## src/rtl/conv1d_output_packer_pkg.sv

```systemverilog
// Shared constants and types for the conv1d output packer.
package conv1d_output_packer_pkg;

   localparam int BYTE_SIZE  = 8;
   localparam int INT32_SIZE = 32;
   localparam int LANES      = INT32_SIZE / BYTE_SIZE;
   localparam int IDX_W      = $clog2(LANES);

   // CFU command opcodes that reach this block through the response mux
   typedef enum logic [2:0] {
      CMD_POP   = 3'd1,
      CMD_COUNT = 3'd2,
      CMD_FLUSH = 3'd3,
      CMD_CLEAR = 3'd4
   } cmd_op_e;

   // One packed word: lane 0 sits in bits [7:0] (little-endian)
   typedef logic [LANES-1:0][BYTE_SIZE-1:0] word_t;

endpackage

```

## src/rtl/conv1d_output_packer_sync_fifo.sv

```systemverilog
// Single-clock FIFO with registered read port, synchronous clear and
// drop/fail strobes so the owner can keep sticky error flags.
module sync_fifo #(
   parameter  int WIDTH = 32,
   parameter  int DEPTH = 64,
   localparam int AW    = $clog2(DEPTH),
   localparam int CW    = AW + 1
) (
   input  logic             clk_i,
   input  logic             rst_i,
   input  logic             clr_i,
   input  logic             wr_en_i,
   input  logic [WIDTH-1:0] wr_data_i,
   input  logic             rd_en_i,
   output logic [WIDTH-1:0] rd_data_o,
   output logic             rd_valid_o,
   output logic [CW-1:0]    count_o,
   output logic             empty_o,
   output logic             full_o,
   output logic             drop_o,
   output logic             fail_o
);

   logic [WIDTH-1:0] mem_q [DEPTH];
   logic [AW-1:0]    wr_ptr_q, rd_ptr_q;
   logic [CW-1:0]    count_q, count_d;
   logic [WIDTH-1:0] rd_data_q;
   logic             rd_valid_q;
   logic             rd_ok, wr_ok;

   assign empty_o = (count_q == '0);
   assign full_o  = (count_q == CW'(DEPTH));

   // A pop only needs data present; a push into a full FIFO is legal when
   // the same cycle pops (no fall-through on an empty FIFO).
   assign rd_ok  = !clr_i && rd_en_i && !empty_o;
   assign wr_ok  = !clr_i && wr_en_i && (!full_o || rd_ok);
   assign drop_o = !clr_i && wr_en_i && !wr_ok;
   assign fail_o = !clr_i && rd_en_i && empty_o;

   // Occupancy next state
   always_comb begin
      count_d = count_q + CW'(wr_ok) - CW'(rd_ok);
   end

   // Storage array; no reset needed, occupancy guards reads
   always_ff @(posedge clk_i) begin
      if (wr_ok) mem_q[wr_ptr_q] <= wr_data_i;
   end

   // Pointers, count and registered read port; clear keeps rd_data
   always_ff @(posedge clk_i or posedge rst_i) begin
      if (rst_i) begin
         wr_ptr_q   <= '0;
         rd_ptr_q   <= '0;
         count_q    <= '0;
         rd_data_q  <= '0;
         rd_valid_q <= 1'b0;
      end else if (clr_i) begin
         wr_ptr_q   <= '0;
         rd_ptr_q   <= '0;
         count_q    <= '0;
         rd_valid_q <= 1'b0;
      end else begin
         if (wr_ok) wr_ptr_q <= wr_ptr_q + 1'b1;
         if (rd_ok) begin
            rd_ptr_q  <= rd_ptr_q + 1'b1;
            rd_data_q <= mem_q[rd_ptr_q];
         end
         rd_valid_q <= rd_ok;
         count_q    <= count_d;
      end
   end

   assign rd_data_o  = rd_data_q;
   assign rd_valid_o = rd_valid_q;
   assign count_o    = count_q;

endmodule

```

## src/rtl/conv1d_output_packer.sv

```systemverilog
// Packs four int8 quant results per 32-bit word and queues the words for
// the CPU, which drains one word per read command.
module conv1d_output_packer
   import conv1d_output_packer_pkg::*;
#(
   parameter  int FIFO_DEPTH = 64,
   localparam int CNT_W      = $clog2(FIFO_DEPTH) + 1
) (
   input  logic                  clk_i,
   input  logic                  rst_i,
   input  logic                  in_valid_i,
   input  logic [INT32_SIZE-1:0] in_data_i,
   input  logic                  flush_i,
   input  logic                  rd_en_i,
   input  logic                  clear_i,
   output logic [INT32_SIZE-1:0] rd_data_o,
   output logic                  rd_valid_o,
   output logic [CNT_W-1:0]      word_count_o,
   output logic                  empty_o,
   output logic                  full_o,
   output logic                  overflow_o,
   output logic                  underflow_o
);

   logic [IDX_W-1:0] byte_idx_q;
   word_t            pack_reg_q, merged;
   logic             last_byte, push, drop, fail;
   logic             overflow_q, underflow_q;
   logic             unused_in_hi;

   // Quant already clamped to int8, so only the low byte carries data
   assign unused_in_hi = ^in_data_i[INT32_SIZE-1:BYTE_SIZE];

   // Lanes above byte_idx are always zero in pack_reg, so a flushed
   // partial word comes out zero-padded with no extra masking.
   for (genvar l = 0; l < LANES; l++) begin : g_lane
      assign merged[l] = (in_valid_i && byte_idx_q == IDX_W'(l))
                         ? in_data_i[BYTE_SIZE-1:0] : pack_reg_q[l];
   end

   assign last_byte = in_valid_i && (byte_idx_q == IDX_W'(LANES - 1));
   assign push      = !clear_i &&
                      (last_byte || (flush_i && (in_valid_i || byte_idx_q != '0)));

   sync_fifo #(.WIDTH(INT32_SIZE), .DEPTH(FIFO_DEPTH)) u_fifo (
      .clk_i      (clk_i),
      .rst_i      (rst_i),
      .clr_i      (clear_i),
      .wr_en_i    (push),
      .wr_data_i  (merged),
      .rd_en_i    (rd_en_i),
      .rd_data_o  (rd_data_o),
      .rd_valid_o (rd_valid_o),
      .count_o    (word_count_o),
      .empty_o    (empty_o),
      .full_o     (full_o),
      .drop_o     (drop),
      .fail_o     (fail)
   );

   // Byte lane index and partial word; restart after every push, even a dropped one
   always_ff @(posedge clk_i or posedge rst_i) begin
      if (rst_i) begin
         byte_idx_q <= '0;
         pack_reg_q <= '0;
      end else if (clear_i || push) begin
         byte_idx_q <= '0;
         pack_reg_q <= '0;
      end else if (in_valid_i) begin
         byte_idx_q <= byte_idx_q + 1'b1;
         pack_reg_q <= merged;
      end
   end

   // Sticky loss/underrun flags, cleared only by reset or clear
   always_ff @(posedge clk_i or posedge rst_i) begin
      if (rst_i) begin
         overflow_q  <= 1'b0;
         underflow_q <= 1'b0;
      end else if (clear_i) begin
         overflow_q  <= 1'b0;
         underflow_q <= 1'b0;
      end else begin
         overflow_q  <= overflow_q  | drop;
         underflow_q <= underflow_q | fail;
      end
   end

   assign overflow_o  = overflow_q;
   assign underflow_o = underflow_q;

endmodule

```

## config.mk

```make
export PLATFORM = sky130hd
export DESIGN_NAME = conv1d_output_packer
export DESIGN_NICKNAME = d
export VERILOG_FILES = /design/src/rtl/conv1d_output_packer_pkg.sv /design/src/rtl/conv1d_output_packer_sync_fifo.sv /design/src/rtl/conv1d_output_packer.sv
export SDC_FILE = /design/constraint.sdc
export NUM_CORES = 2
export LEC_CHECK = 0
export CAP_MARGIN = 20
export CORE_AREA = 5 5 494 496
export CTS_CLUSTER_DIAMETER = 150
export DETAILED_ROUTE_END_ITERATION = 10
export DIE_AREA = 0 0 499 501
export REMOVE_ABC_BUFFERS = 1
export SKIP_LAST_GASP = 1
export SYNTH_ARGS = -nofsm -noshare
export SYNTH_HDL_FRONTEND = slang
export SYNTH_SLANG_ARGS = --single-unit
```

## constraint.sdc

```tcl
create_clock -name clk_i -period 4.25 [get_ports clk_i]
set_input_delay 0.425 -clock clk_i [delete_from_list [all_inputs] [get_ports clk_i]]
set_output_delay 0.425 -clock clk_i [all_outputs]
set_load 0.05 [all_outputs]
```

## Word-level counts from Yosys, hierarchy flattened

Memory sizes are Yosys's and may differ from the RTL's. A register that Yosys moved wholly into a read port is not among the register bits.
Index checks and enable logic that the tools add are counted.

- Bitwise gates (word level): 3
- Eq/ne operators: 4
- Reduce and logical (&&, ||, !) cells: 27
- Add/sub/neg operators: 5
- Muxes and demuxes: 18

Operators by type and width:

| operator | count |
|---|---|
| $mux 32 | 2 |
| $mux 8 | 4 |
| $mux 6 | 4 |
| $add 6x1->6 const B | 2 |
| $logic_and 1x1->1 | 12 |
| $reduce_bool 2->1 | 4 |
| $add 7x1->7 | 1 |
| $eq 7x7->1 const B | 1 |
| $logic_not 7->1 | 1 |
| $mux 7 | 1 |
| $sub 7x1->7 | 1 |
| $mux 1 | 5 |
| $eq 2x2->1 const B | 2 |
| $logic_not 1->1 | 4 |
| $logic_or 1x1->1 | 4 |
| $mux 2 | 2 |
| $add 2x1->2 const B | 1 |
| $eq 2x1->1 const B | 1 |
| $logic_not 2->1 | 1 |
| $or 1x1->1 | 2 |
| $reduce_and 2->1 | 1 |
| $not 1->1 | 1 |

- Input bits: 38
- Bits in registers: 56
- Memories kept: 1
- RAM bits: 2048
- Output and inout port bits: 44

Memories:

| name | words | width | read ports | clocked after Yosys merged registers in | wr ports | line | RTL |
|---|---|---|---|---|---|---|---|
| u_fifo.mem_q | 64 | 32 | 1 | 1 | 1 | conv1d_output_packer_sync_fifo.sv:24 | `logic [WIDTH-1:0] mem_q [DEPTH];` |

## Depth between registers and ports, before layout

- Depth after elaboration: 11
- Mapped depth: 17

## Modules after synthesis

From an unflattened synthesis, not the netlist that was laid out.

- Cells, all modules: 3874
- Area, all modules: 82959.6 µm²

By module, submodules not included:

| module | seq. area each (µm²) | instances | area an instance (µm²) | cells an instance |
|---|---|---|---|---|
| sync_fifo | 62800.2 | 1 | 80703.7 | 3665 |
| conv1d_output_packer | 900.9 | 1 | 2255.9 | 209 |

## Worst setup path after synthesis

No wires, ideal clock.

- Kind: register -> register
- Start point: register u_fifo.count_q[4], in the netlist u_fifo.count_o[4]
- End point: memory u_fifo.mem_q[63][0], enable pin
- Path slack: 0.408 ns
- Clock period less this slack: 3.842 ns
- Cell stages (with the launch flop): 9
- Library setup time: 0.421 ns
- Arrival: 3.421 ns
- Path buffers: 1
- Cell sequence: dfrtp_1 inv_1 ha_1 and4bb_4 a32oi_1 and3b_1 nand3_1 buf_2 nor2_1

- Cells in the longest elaborated chain, start to end: 7
- Elaborated cells between the ends (all ways): 9
- Those cells by class: eq/ne: 1; mux: 2; reduce/logical: 6

Ends and longest elaborated chain:

| element | line | RTL |
|---|---|---|
| start, declared | conv1d_output_packer_sync_fifo.sv:26 | `logic [CW-1:0] count_q, count_d;` |
| start signal, assigned | conv1d_output_packer_sync_fifo.sv:71 | `count_q <= count_d;` |
| $logic_not 7->1 | conv1d_output_packer_sync_fifo.sv:31 | `assign empty_o = (count_q == '0);` |
| $logic_not 1->1 | conv1d_output_packer_sync_fifo.sv:36 | `assign rd_ok = !clr_i && rd_en_i && !empty_o;` |
| $logic_and 1x1->1 | conv1d_output_packer_sync_fifo.sv:36 |  |
| $logic_or 1x1->1 * | conv1d_output_packer_sync_fifo.sv:37 | `assign wr_ok = !clr_i && wr_en_i && (!full_o \|\| rd_ok);` |
| $logic_and 1x1->1 * | conv1d_output_packer_sync_fifo.sv:37 |  |
| $mux 1 * | conv1d_output_packer_sync_fifo.sv:48 | `if (wr_ok) mem_q[wr_ptr_q] <= wr_data_i;` |
| $mux 1 (implied by the code) * | conv1d_output_packer_sync_fifo.sv:48 |  |
| end, declared | conv1d_output_packer_sync_fifo.sv:24 |  |

Every way passes the cells marked *; elsewhere a longest branch is shown, timed or not.

## Final worst setup path

- Start point: register u_fifo.count_q[2], in the netlist u_fifo.count_o[2]
- End point: register u_fifo.count_q[6], in the netlist u_fifo.count_o[6]

- Cells in the longest elaborated chain, start to end: 8
- Elaborated cells between the ends (all ways): 10
- Those cells by class: add/sub: 2; eq/ne: 1; mux: 1; reduce/logical: 6

Ends and longest elaborated chain:

| element | line | RTL |
|---|---|---|
| $logic_not 7->1 | conv1d_output_packer_sync_fifo.sv:31 |  |
| $logic_not 1->1 | conv1d_output_packer_sync_fifo.sv:36 |  |
| $logic_and 1x1->1 | conv1d_output_packer_sync_fifo.sv:36 |  |
| $logic_or 1x1->1 | conv1d_output_packer_sync_fifo.sv:37 |  |
| $logic_and 1x1->1 | conv1d_output_packer_sync_fifo.sv:37 |  |
| $add 7x1->7 | conv1d_output_packer_sync_fifo.sv:43 | `count_d = count_q + CW'(wr_ok) - CW'(rd_ok);` |
| $sub 7x1->7 * | conv1d_output_packer_sync_fifo.sv:43 |  |
| $mux 7 * | conv1d_output_packer_sync_fifo.sv:59 | `end else if (clr_i) begin` |

Marks and branches as above.
A chain may end at the register's enable or synchronous reset.

==> run summary <==
===============================================================================================
Highest routed layer                                                                       met5
Postcts setup bufs                                                                            0
HPWL reported at the end of detailed placement                                           127 mm
Iteration-0 DRC Markers                                                                    4207
Worst Tran Pin Value                                                                    1.04 ns
IR Drop Worst-Case VDD                                                                   569 uV
Fraction of synthesized cell area in xor and xnor cells                                  0.147%
Worst setup skew after layout                                                         0.0351 ns
Clock input transition at the sequential cells of the worst setup and hold paths        0.06 ns
Max cap viols                                                                                 0
Endpoint of the lowest-slack register-to-register path                             u_fifo.count_o[6]
GRT Overall Usage                                                                         17.0%
Vias after detailed routing                                                               43285
Hold Path Class                                                                    input pin to asynchronous set/reset pin
Length of the first detailed-routing pass in iterations                                       5
Met3 wire length                                                                        13.3 mm
Yosys warning total                                                                           0
Number of levels the H-tree was split into                                                    4
I/O Pins                                                                                     82
Initial Utilization                                                                       34.8%
Total of cells resized after clock tree synthesis                                             0
Number of global-route vias before repair                                                 42777
Start of the worst register-to-register path                                       u_fifo.count_o[2]
Setup violation total in the final timing report                                              0
Inst Count DP                                                                              7788
Total die area                                                                      250000 um^2
Antenna Nets Post-Route                                                                       0
Post-synthesis register bit count                                                          2136
Top fanout value on the critical path                                                         4
Post-layout power                                                                       45.8 mW
Most used flip-flop cell after synthesis                                               edfxtp_1
Async S/R FF share, synth                                                                 4.12%
CP Launch Type                                                                         register
Post-Syn Area                                                                        83300 um^2
CTS tree                                                                                  built
Final std cells w/o fill                                                                   8146
Total number of nets in the final design                                                   4850
Worst-skew pair later-pin latency                                                       0.82 ns
Vert. Die Dim                                                                            501 um
Required time at the worst-slack endpoint                                               5.00 ns
Multiplexer area fraction after synthesis                                                 13.4%
Count of fill cells added during filler insertion                                         21365
Number of distinct library cells after synthesis                                             44
Area of the core region                                                             239000 um^2
Routed wl met2                                                                           101 mm
Leading post-synthesis cells by instance count                                     2048 x edfxtp_1, 898 x mux2i_1, 384 x a22oi_1
Final count of pins violating max slew                                                        0
Synth Area in Simple Gates                                                                2.92%
Worst slew margin                                                                         30.4%
Cell taking the most area after synthesis                                              edfxtp_1
Longest Clk Path Bufs                                                                         3
Fraction of the mapped netlist area in adder cells                                       0.234%
Period Utilization, post-route                                                            81.7%
RSZ-0062 raised after global routing                                                      false
Pwr dens                                                                            478 nW/um^2
Leakage power of the design                                                             29.3 nW
Total congestion overflow after global routing                                                0
First-pass GRT wire length                                                               311 mm
DR DRC count                                                                                  0
Tmin final                                                                              3.47 ns
Multi-input logic area                                                               18600 um^2
Count of flip-flops with a built-in enable after synthesis                                 2048
Endpoint arrival time on the critical path                                              4.22 ns
Area share of the largest cell type after synthesis                                       73.8%
Syn avg cell area                                                                     18.1 um^2
Peak Freq                                                                             0.288 GHz
Final wirelength                                                                         218 mm
Status                                                                             finished, final reports clean
Count leader, synth                                                                    edfxtp_1
CTS Root Buffer Type                                                                  clkbuf_16
Routed length on met1                                                                   96.3 mm
Syn Inst Count                                                                             4599
Min Hold Slack                                                                        0.0633 ns
Capturing element type of the critical path                                            register
Share of post-route cells with drive strength above 1                                     14.2%
Antenna violations before repair                                                             14
Maximum number of pins on one net before global-route repair                                 93
Final GP Congestion                                                                       0.825
CP Class                                                                           register to register
Final-report hold violation count                                                             0
Cts hold-fix bufs                                                                             0
Inserted Clock Buffers                                                                      192
Compound-Gate Fraction of Synth Area                                                      4.96%
FF-to-FF path depth                                                                          14
Largest cells by area after synthesis                                              edfxtp_1 74%, mux2i_1 11%, a22oi_1 3.5%, dfrtp_1 2.6%, mux4_2 1.7%
Sequential-to-total area share from yosys stat                                            76.5%
Dominant combinational cell family by area after synthesis                         multiplexers
Register-to-Register Setup Slack                                                        0.78 ns
Wire per inst                                                                           26.7 um
Width of the die                                                                         499 um
FP Rows                                                                                     180
Register cell area after layout                                                      63700 um^2
Port bufs                                                                                    57
CTS sink cnt                                                                               2136
Vias/cell                                                                                  5.31
Synth-to-layout area growth                                                               15.1%
===============================================================================================
[through the flow]
stage                     setup WS, ns  setup TNS [ns]  area [um^2]  utilization (%)
after floorplan                 -28.50        -1008.55        81800                -
final                            0.779               0        95900             40.1
after global placement           0.572               0        89700             37.5
after global routing             0.595               0        95900             40.1
after CTS                        0.839               0        95900             40.1
after detailed placement         0.538               0        89700             37.5
[critical path, stage by stage, from the launching register on]
cell	delay, ns
dfrtp_1	0.40
inv_1	0.09
ha_1	0.16
and4bb_4	0.28
nand2_1	0.08
o21ai_0	0.61
nor2_1	0.09
ha_1	0.27
fa_1	0.44
a21oi_1	0.15
o21bai_1	0.11
a21oi_1	0.16
nor2_1	0.06
or3_1	0.35
a21oi_1	0.14
[logic make-up (layout without fill, tap and decap cells)]
family / after synthesis / after routing
compound gates: 628 / 628
xor+xnor: 14 / 14
fa+ha+maj: 15 / 15
buf+inv: 283 / 638
flops: 2136 / 2136
mux: 1026 / 1026
other cells: 0 / 7
simple gates: 497 / 497
[layout by cell type (no fill, tap or decap), drive strengths merged]
master and instances:
nor2 88, o21ai 38, a22oi 384, ha 14, buf 218, dfrtp 88, diode 7, or3b 1
and3b 1, o21bai 2, or2 3, edfxtp 2048, and4bb 1, clkdlybuf4s50 57, a32oi 1, xnor2 7
nor2b 39, mux2 64, nand2 152, nand4 34, inv 16, clkinvlp 5, nand2b 5, a21oi 201
nand3 132, clkbuf 247, or3 3, nand3b 2, nor3 1, nor4 32, mux2i 898, xor2 7
clkinv 76, mux4 64, bufinv 19, a21o 1, fa 1, a31oi 1, and2 3
[flip-flops by register name, summed over array words and instances, names as in the netlist]
register,count
u_fifo.rd_data_o,32
underflow_o,1
byte_idx_q,2
u_fifo.mem_q,2048
u_fifo.wr_ptr_q,6
u_fifo.rd_valid_o,1
u_fifo.rd_ptr_q,6
u_fifo.count_o,7
overflow_o,1
pack_reg_q,32
[area by class of cell]
type,instances,share of cell area (%)
Clock inverter,104,1.03
Tap cell,3185,4.15
Multi-Input combinational cell,2180,19.4
Sequential cell,2136,66.4
Timing Repair Buffer,275,3.55
Clock buffer,247,5.40
Antenna cell,7,0.0183
Inverter,12,0.0522
[where the power goes]
group	leakage (nW)	internal, mW	total (mW)	switching [mW]
sequential	20.5	23.2	23.6	0.386
clock	3.01	9.73	17.2	7.48
combinational	5.78	1.59	5.01	3.42
total	29.3	34.6	45.8	11.3
[how the worst max path moves through the flow]
| stage | start | endpoint | slack (ns) |
|---|---|---|---|
| floorplan | u_fifo.rd_ptr_q[2] | u_fifo.rd_ptr_q[5] | -28.50 |
| global placement | in_valid_i | u_fifo.mem_q[15][31] | 0.57 |
| detailed placement | in_valid_i | u_fifo.mem_q[58][0] | 0.54 |
| CTS | u_fifo.count_o[2] | u_fifo.count_o[6] | 0.84 |
| global route | u_fifo.count_o[3] | u_fifo.count_o[6] | 0.59 |
| finish | u_fifo.count_o[2] | u_fifo.count_o[6] | 0.78 |
[layer usage]
metal	track usage, %	vias up
met1	24.2	22856
met2	26.8	1399
met5	0	-
li1	-	18755
met4	5.99	2
met3	2.43	273
(Power assumes the default switching activity.)
